--- src/rtl/clkgate_ctrl_multi.sv ---
// clkgate_ctrl_multi: per-channel idle-detect latch clock gate with wake handshake.
// Defining CLKGATE_STATS_EN adds GATED_CNT, a saturating 16-bit gated-cycle count per channel.
module clkgate_ctrl_multi #(
    parameter int NUM_CH   = 4,
    parameter int IDLE_W   = 4,
    parameter int WAKE_LAT = 2
) (
    input  logic                 CK,
    input  logic                 RN,
    input  logic                 SE,
    input  logic [NUM_CH-1:0]    E,
    input  logic [NUM_CH-1:0]    BUSY,
    input  logic [IDLE_W-1:0]    IDLE_THR,
    input  logic [NUM_CH-1:0]    WAKE_REQ,
    output logic [NUM_CH-1:0]    WAKE_ACK,
    output logic [NUM_CH-1:0]    GCK,
`ifdef CLKGATE_STATS_EN
    output logic [NUM_CH-1:0]    CH_ON,
    output logic [NUM_CH*16-1:0] GATED_CNT
`else
    output logic [NUM_CH-1:0]    CH_ON
`endif
);

    typedef enum logic [1:0] {RUN, COUNT, GATED, WAKE} state_t;

    for (genvar i = 0; i < NUM_CH; i++) begin : g_ch
        state_t            state_q, state_d;
        logic [IDLE_W-1:0] idle_q, idle_d;
        logic [3:0]        wake_q, wake_d;
        logic              ack_q, ack_d, on_q, act, en, en_l;

        assign act = BUSY[i] | E[i] | WAKE_REQ[i];

        always_ff @(posedge CK) begin
            if (!RN) begin
                state_q <= RUN;
                idle_q  <= '0;
                wake_q  <= '0;
                ack_q   <= 1'b0;
                on_q    <= 1'b1;
            end else begin
                state_q <= state_d;
                idle_q  <= idle_d;
                wake_q  <= wake_d;
                ack_q   <= ack_d;
                on_q    <= state_q != GATED;
            end
        end

        always_comb begin
            state_d = state_q;
            idle_d  = idle_q;
            wake_d  = wake_q;
            ack_d   = 1'b0;
            unique case (state_q)
                RUN: begin
                    if (!act && IDLE_THR == '0) state_d = GATED;
                    else if (!act) begin
                        state_d = COUNT;
                        idle_d  = IDLE_W'(1);
                    end
                end
                COUNT: begin
                    if (act) begin
                        state_d = RUN;
                        idle_d  = '0;
                    end else if (idle_q == IDLE_THR) state_d = GATED;
                    else if (idle_q != '1) idle_d = idle_q + IDLE_W'(1);
                end
                GATED: begin
                    if (act) begin
                        state_d = WAKE;
                        wake_d  = 4'd1;
                    end
                end
                WAKE: begin
                    if (wake_q == 4'(WAKE_LAT)) begin
                        state_d = RUN;
                        ack_d   = 1'b1;
                    end else wake_d = wake_q + 4'd1;
                end
            endcase
        end

        // Reset forces the enable so GCK keeps toggling while RN is low.
        always_comb en = (state_q != GATED) | SE | !RN;

        // Low-transparent latch: enable can only change while CK is low, so no high phase is cut.
        always_latch if (!CK) en_l = en;

        assign GCK[i]      = CK & en_l;
        assign WAKE_ACK[i] = ack_q;
        assign CH_ON[i]    = on_q;

`ifdef CLKGATE_STATS_EN
        logic [15:0] cnt_q;
        always_ff @(posedge CK) begin
            if (!RN) cnt_q <= '0;
            else if (state_q == GATED && cnt_q != 16'hFFFF) cnt_q <= cnt_q + 16'd1;
        end
        assign GATED_CNT[i*16 +: 16] = cnt_q;
`endif
    end

endmodule

--- config.mk ---
export PLATFORM = sky130hd
export DESIGN_NAME = clkgate_ctrl_multi
export DESIGN_NICKNAME = d
export VERILOG_FILES = /design/src/rtl/clkgate_ctrl_multi.sv
export SDC_FILE = /design/constraint.sdc
export NUM_CORES = 1
export LEC_CHECK = 0
export BUFFER_PORTS_ARGS = -buffer_cell sky130_fd_sc_hd__buf_2
export CAP_MARGIN = 20
export CORE_ASPECT_RATIO = 0.9
export CORE_MARGIN = 1.5
export CORE_UTILIZATION = 50
export CTS_CLUSTER_SIZE = 20
export DETAILED_ROUTE_END_ITERATION = 10
export PLACE_DENSITY_LB_ADDON = 0.12
export SYNTH_ARGS = -nofsm -noshare
export SYNTH_HDL_FRONTEND = slang
export SYNTH_SLANG_ARGS = --single-unit
export TNS_END_PERCENT = 20
--- constraint.sdc ---
create_clock -name CK -period 4.3 [get_ports CK]
set_input_delay 0.43 -clock CK [delete_from_list [all_inputs] [get_ports CK]]
set_output_delay 0.43 -clock CK [all_outputs]
set_load 0.02 [all_outputs]
==> results list <==
- Cell internal power was estimated by the tool at 810 uW.
- The synthesized design contains 0 enable-type register cells.
- By area the synthesized netlist is led by sky130_fd_sc_hd__dfxtp_1 31%, sky130_fd_sc_hd__nand2_1 5.2%, sky130_fd_sc_hd__ha_1 4.9%, sky130_fd_sc_hd__xnor2_1 3.7%, sky130_fd_sc_hd__a21oi_1 3.2%.
- The synthesized netlist devotes 17.1% of its cell area to compound gates.
- Slew at the pin closest to its max-slew limit: 0.849 ns
- Core area: slightly below 6000 sq um
- Biggest area consumer among synthesized cells: sky130_fd_sc_hd__dfxtp_1
* Buffers inserted by post-CTS timing repair: 0
* Path type of the worst min-delay path: input pin to latch
* Met2 Resource Use GR: 32.9%
* Clock edge transition at the registers on the reported setup and hold paths: approximately 0.1 ns
- The average instance in the mapped netlist occupies 8.13 sq um.
- Total count of max-transition violations in the final report: 0
* Total via count in the routed design: ~2700
- Fraction of synthesized cell area in xor and xnor cells: 5.97%
- The worst-case IR drop observed on VDD is around 0.18 mV.
- During I/O placement, the number of pins put on the boundary was 31.
- With fillers left out, the area of the finished cells amounts to 3340 sq um.
- Wire length of the first global-routing pass: 11000 um
- Most common cell in the netlist: sky130_fd_sc_hd__dfxtp_1
- STA classifies the critical path startpoint as a latch.
- Summing every instance area after synthesis gives 3080 sq um.
- Fraction of the mapped netlist area in simple logic gates: 29.9%
* Maximum fanout along the worst path: 1
- In this run, the number of DRC markers left after iteration 0 of detailed routing was between 90 and 100.
- Leading register cell type out of synthesis: sky130_fd_sc_hd__dfxtp_1
* Post-synth net total: 410
* Normalized max-slew margin: 43.0%
* Area Overhead vs Synth: 8.40%
* Cell variety after synth: 52
* Fraction of post-synthesis cell area in the top cell type by area: 31.2%
- Gpl congestion: 0.794
* Number of instances resized during post-cts repair: 0
- Of the post-synthesis cell area, the part taken by muxes is between 2 and 3%.
* Total cell area at the placement stage: 3180 sq um
* Overflow left after global routing: 0
- Data on the critical path arrives at its endpoint at 3.28 ns.
- Setup violations remaining at the end of the flow were counted as 0.
- In the routed layout, each cell is associated on average with a via count of 5.81.
* CTS tree: done
- The floorplan has 26 rows.
* Number of max-capacitance violations reported: 0
- Number of optimization iterations in the first detailed-route pass: 4
- Net Sw Frac: slightly below 30%
* Share of final-layout standard cells stronger than drive strength 1: 12.7%
* Setup repair after global routing missed its margin: false
- Entering global routing, the biggest net connects 44 pins.
- Total Routing Usage GR: 20.7%
- Later-pin clock latency in the skew report: 0.42 ns
- In this run the horizontal extent of the chip is between 80 and 90 um.
- After synthesis, the largest family of logic cells by area is simple AND/OR/NAND/NOR gates.
- Count of warnings emitted by yosys: 0
- After synthesis the netlist holds a flip-flop and latch count of between 50 and 60.
- Cell count after synthesis: 379
* Clock power frac: 50.1%
- Count of input and output buffers: 30
- In this run the remaining antenna-violating nets after routing total 0.
- N_diodes: 0
- Hold buffers post-CTS: 0
- Global routing consumed, on the met1 layer, 25.6% of the routing resources.
* Cell leakage power: 0.00129 uW
- Area share of fa/ha/maj cells after synthesis: 4.87%
- The wire-length estimate of the detail-placed layout is about 4500 um.
* Residual DRC: 0
- Data on the critical path is required at its endpoint by 3.87 ns.
- Kind of end point of the critical path: output port
* Chip Height: 77.5 um
* Nets@finish: 423
- Routed WL per cell: 13.9 um
* Area enclosed by the die boundary: 6650 sq um
- The via count of the first global-routing pass is 2538.
- The hold violation count in the final report came to 0.
* Total power divided by cell area: around 340 nW/um^2
- Part of the total power dissipated in sequential elements: 42.5%
- Min Hold Slack: 0.384 ns
* Worst clock skew: 0.00743 ns
- The run finished with clean final reports.
- Global routing consumed, on the met3 layer, 4.57% of the routing resources.
* Place WS: about 1.1 ns
* Detailed-route wire length: ~6500 um
- Share of synthesized flip-flops with an asynchronous set or reset: 0%
- After layout, the worst setup slack is slightly below 0.6 ns.
- After routing, the total negative slack on setup checks comes to 0 ns.
- For this design the total switching power over the nets is 336 uW.
- The initial antenna violation count came to 0.
- Combinational group share of total power: 7.4%
* Top cell types by occurrence after synthesis: 48 x sky130_fd_sc_hd__dfxtp_1, 43 x sky130_fd_sc_hd__nand2_1, 20 x sky130_fd_sc_hd__a21oi_1
- Crit path kind: latch to output port
- For this configuration, the core starts out at a cell density of 52.9%.
- The layer flagged by global routing as most heavily used is met2.
[cell type report]
cell class              count  area [sq um]
fillers                   558          2480
multi-input cells         287          1860
flip-flops and latches     52          1020
clock buffers              15           151
repair buffers             28           145
well taps                  70          87.6
inverters                  10          37.5
clock inverters             2          35.0
[placed cells by master, fill, tap and decap left out, types with 9 or more instances in the layout]
cell,count
sky130_fd_sc_hd__a31oi_1,10
sky130_fd_sc_hd__xnor2_1,13
sky130_fd_sc_hd__nor2_1,16
sky130_fd_sc_hd__nor2b_1,11
sky130_fd_sc_hd__inv_1,10
sky130_fd_sc_hd__nand3_1,16
sky130_fd_sc_hd__nand4_1,10
sky130_fd_sc_hd__buf_2,30
sky130_fd_sc_hd__nand2_1,43
sky130_fd_sc_hd__a21oi_1,20
sky130_fd_sc_hd__dfxtp_1,48
sky130_fd_sc_hd__nor3_1,11
sky130_fd_sc_hd__clkbuf_8,9
sky130_fd_sc_hd__ha_1,12
sky130_fd_sc_hd__o21ai_0,17
[worst paths after layout]
| check | from | end | slack, ns | depth (start not counted) |
|---|---|---|---|---|
| worst max register to register | g_ch[0].state_q[1] | g_ch[0].en_l | 1.24 | 2 |
| worst max-delay path | g_ch[0].en_l | GCK[0] | 0.59 | 2 |
| worst min register to register | g_ch[0].wake_q[3] | g_ch[0].wake_q[3] | 0.50 | 2 |
| worst min-delay path | SE | g_ch[3].en_l | 0.38 | 3 |
[metal layers]
layer,share of wire [%],wire length (um),up-vias
li1,-,-,1386
met1,50,3220,1264
met2,46,2970,37
met3,2.9,186,7
met4,1.3,83,0
met5,0,0,-
[logic make-up after synthesis]
family	count (synthesis)
DFF	48
muxes	8
xor gates and xnor gates	21
buffers and inverters	40
adders and majority gates	12
latches	4
AOI/OAI and AO/OA	81
and+or+nand+nor	165
[power by group through the flow]
stage                     logic (uW)  clock network [uW]  registers [uW]
after global placement          83.1                 110             498
after detailed placement        84.5                 110             499
after floorplan                 68.4                79.4             493
after global routing            94.7                 618             489
final                           84.7                 574             487
after CTS                       85.0                 589             487
[worst max-delay path, stage by stage, from the launching register on]
cell and delay [ns]:
sky130_fd_sc_hd__dlxtn_1 0.40, sky130_fd_sc_hd__and2_1 0.14, sky130_fd_sc_hd__buf_2 0.17
[per-stage QoR]
step	utilization [%]	power, uW	cells
2_1_floorplan	-	641	379
3_3_place_gp	54.5	691	451
3_5_place_dp	54.5	693	451
4_1_cts	57.4	1160	464
5_1_grt	57.4	1200	464
6_report	57.4	1150	464
[state kept, by name, summed over array words and instances (netlist names)]
signal / count
g_ch.wake_q: 16
g_ch.state_q: 8
g_ch.on_q: 4
g_ch.idle_q: 16
g_ch.ack_q: 4
g_ch.en_l: 4
Note: power is estimated with default switching activity, not from simulation.
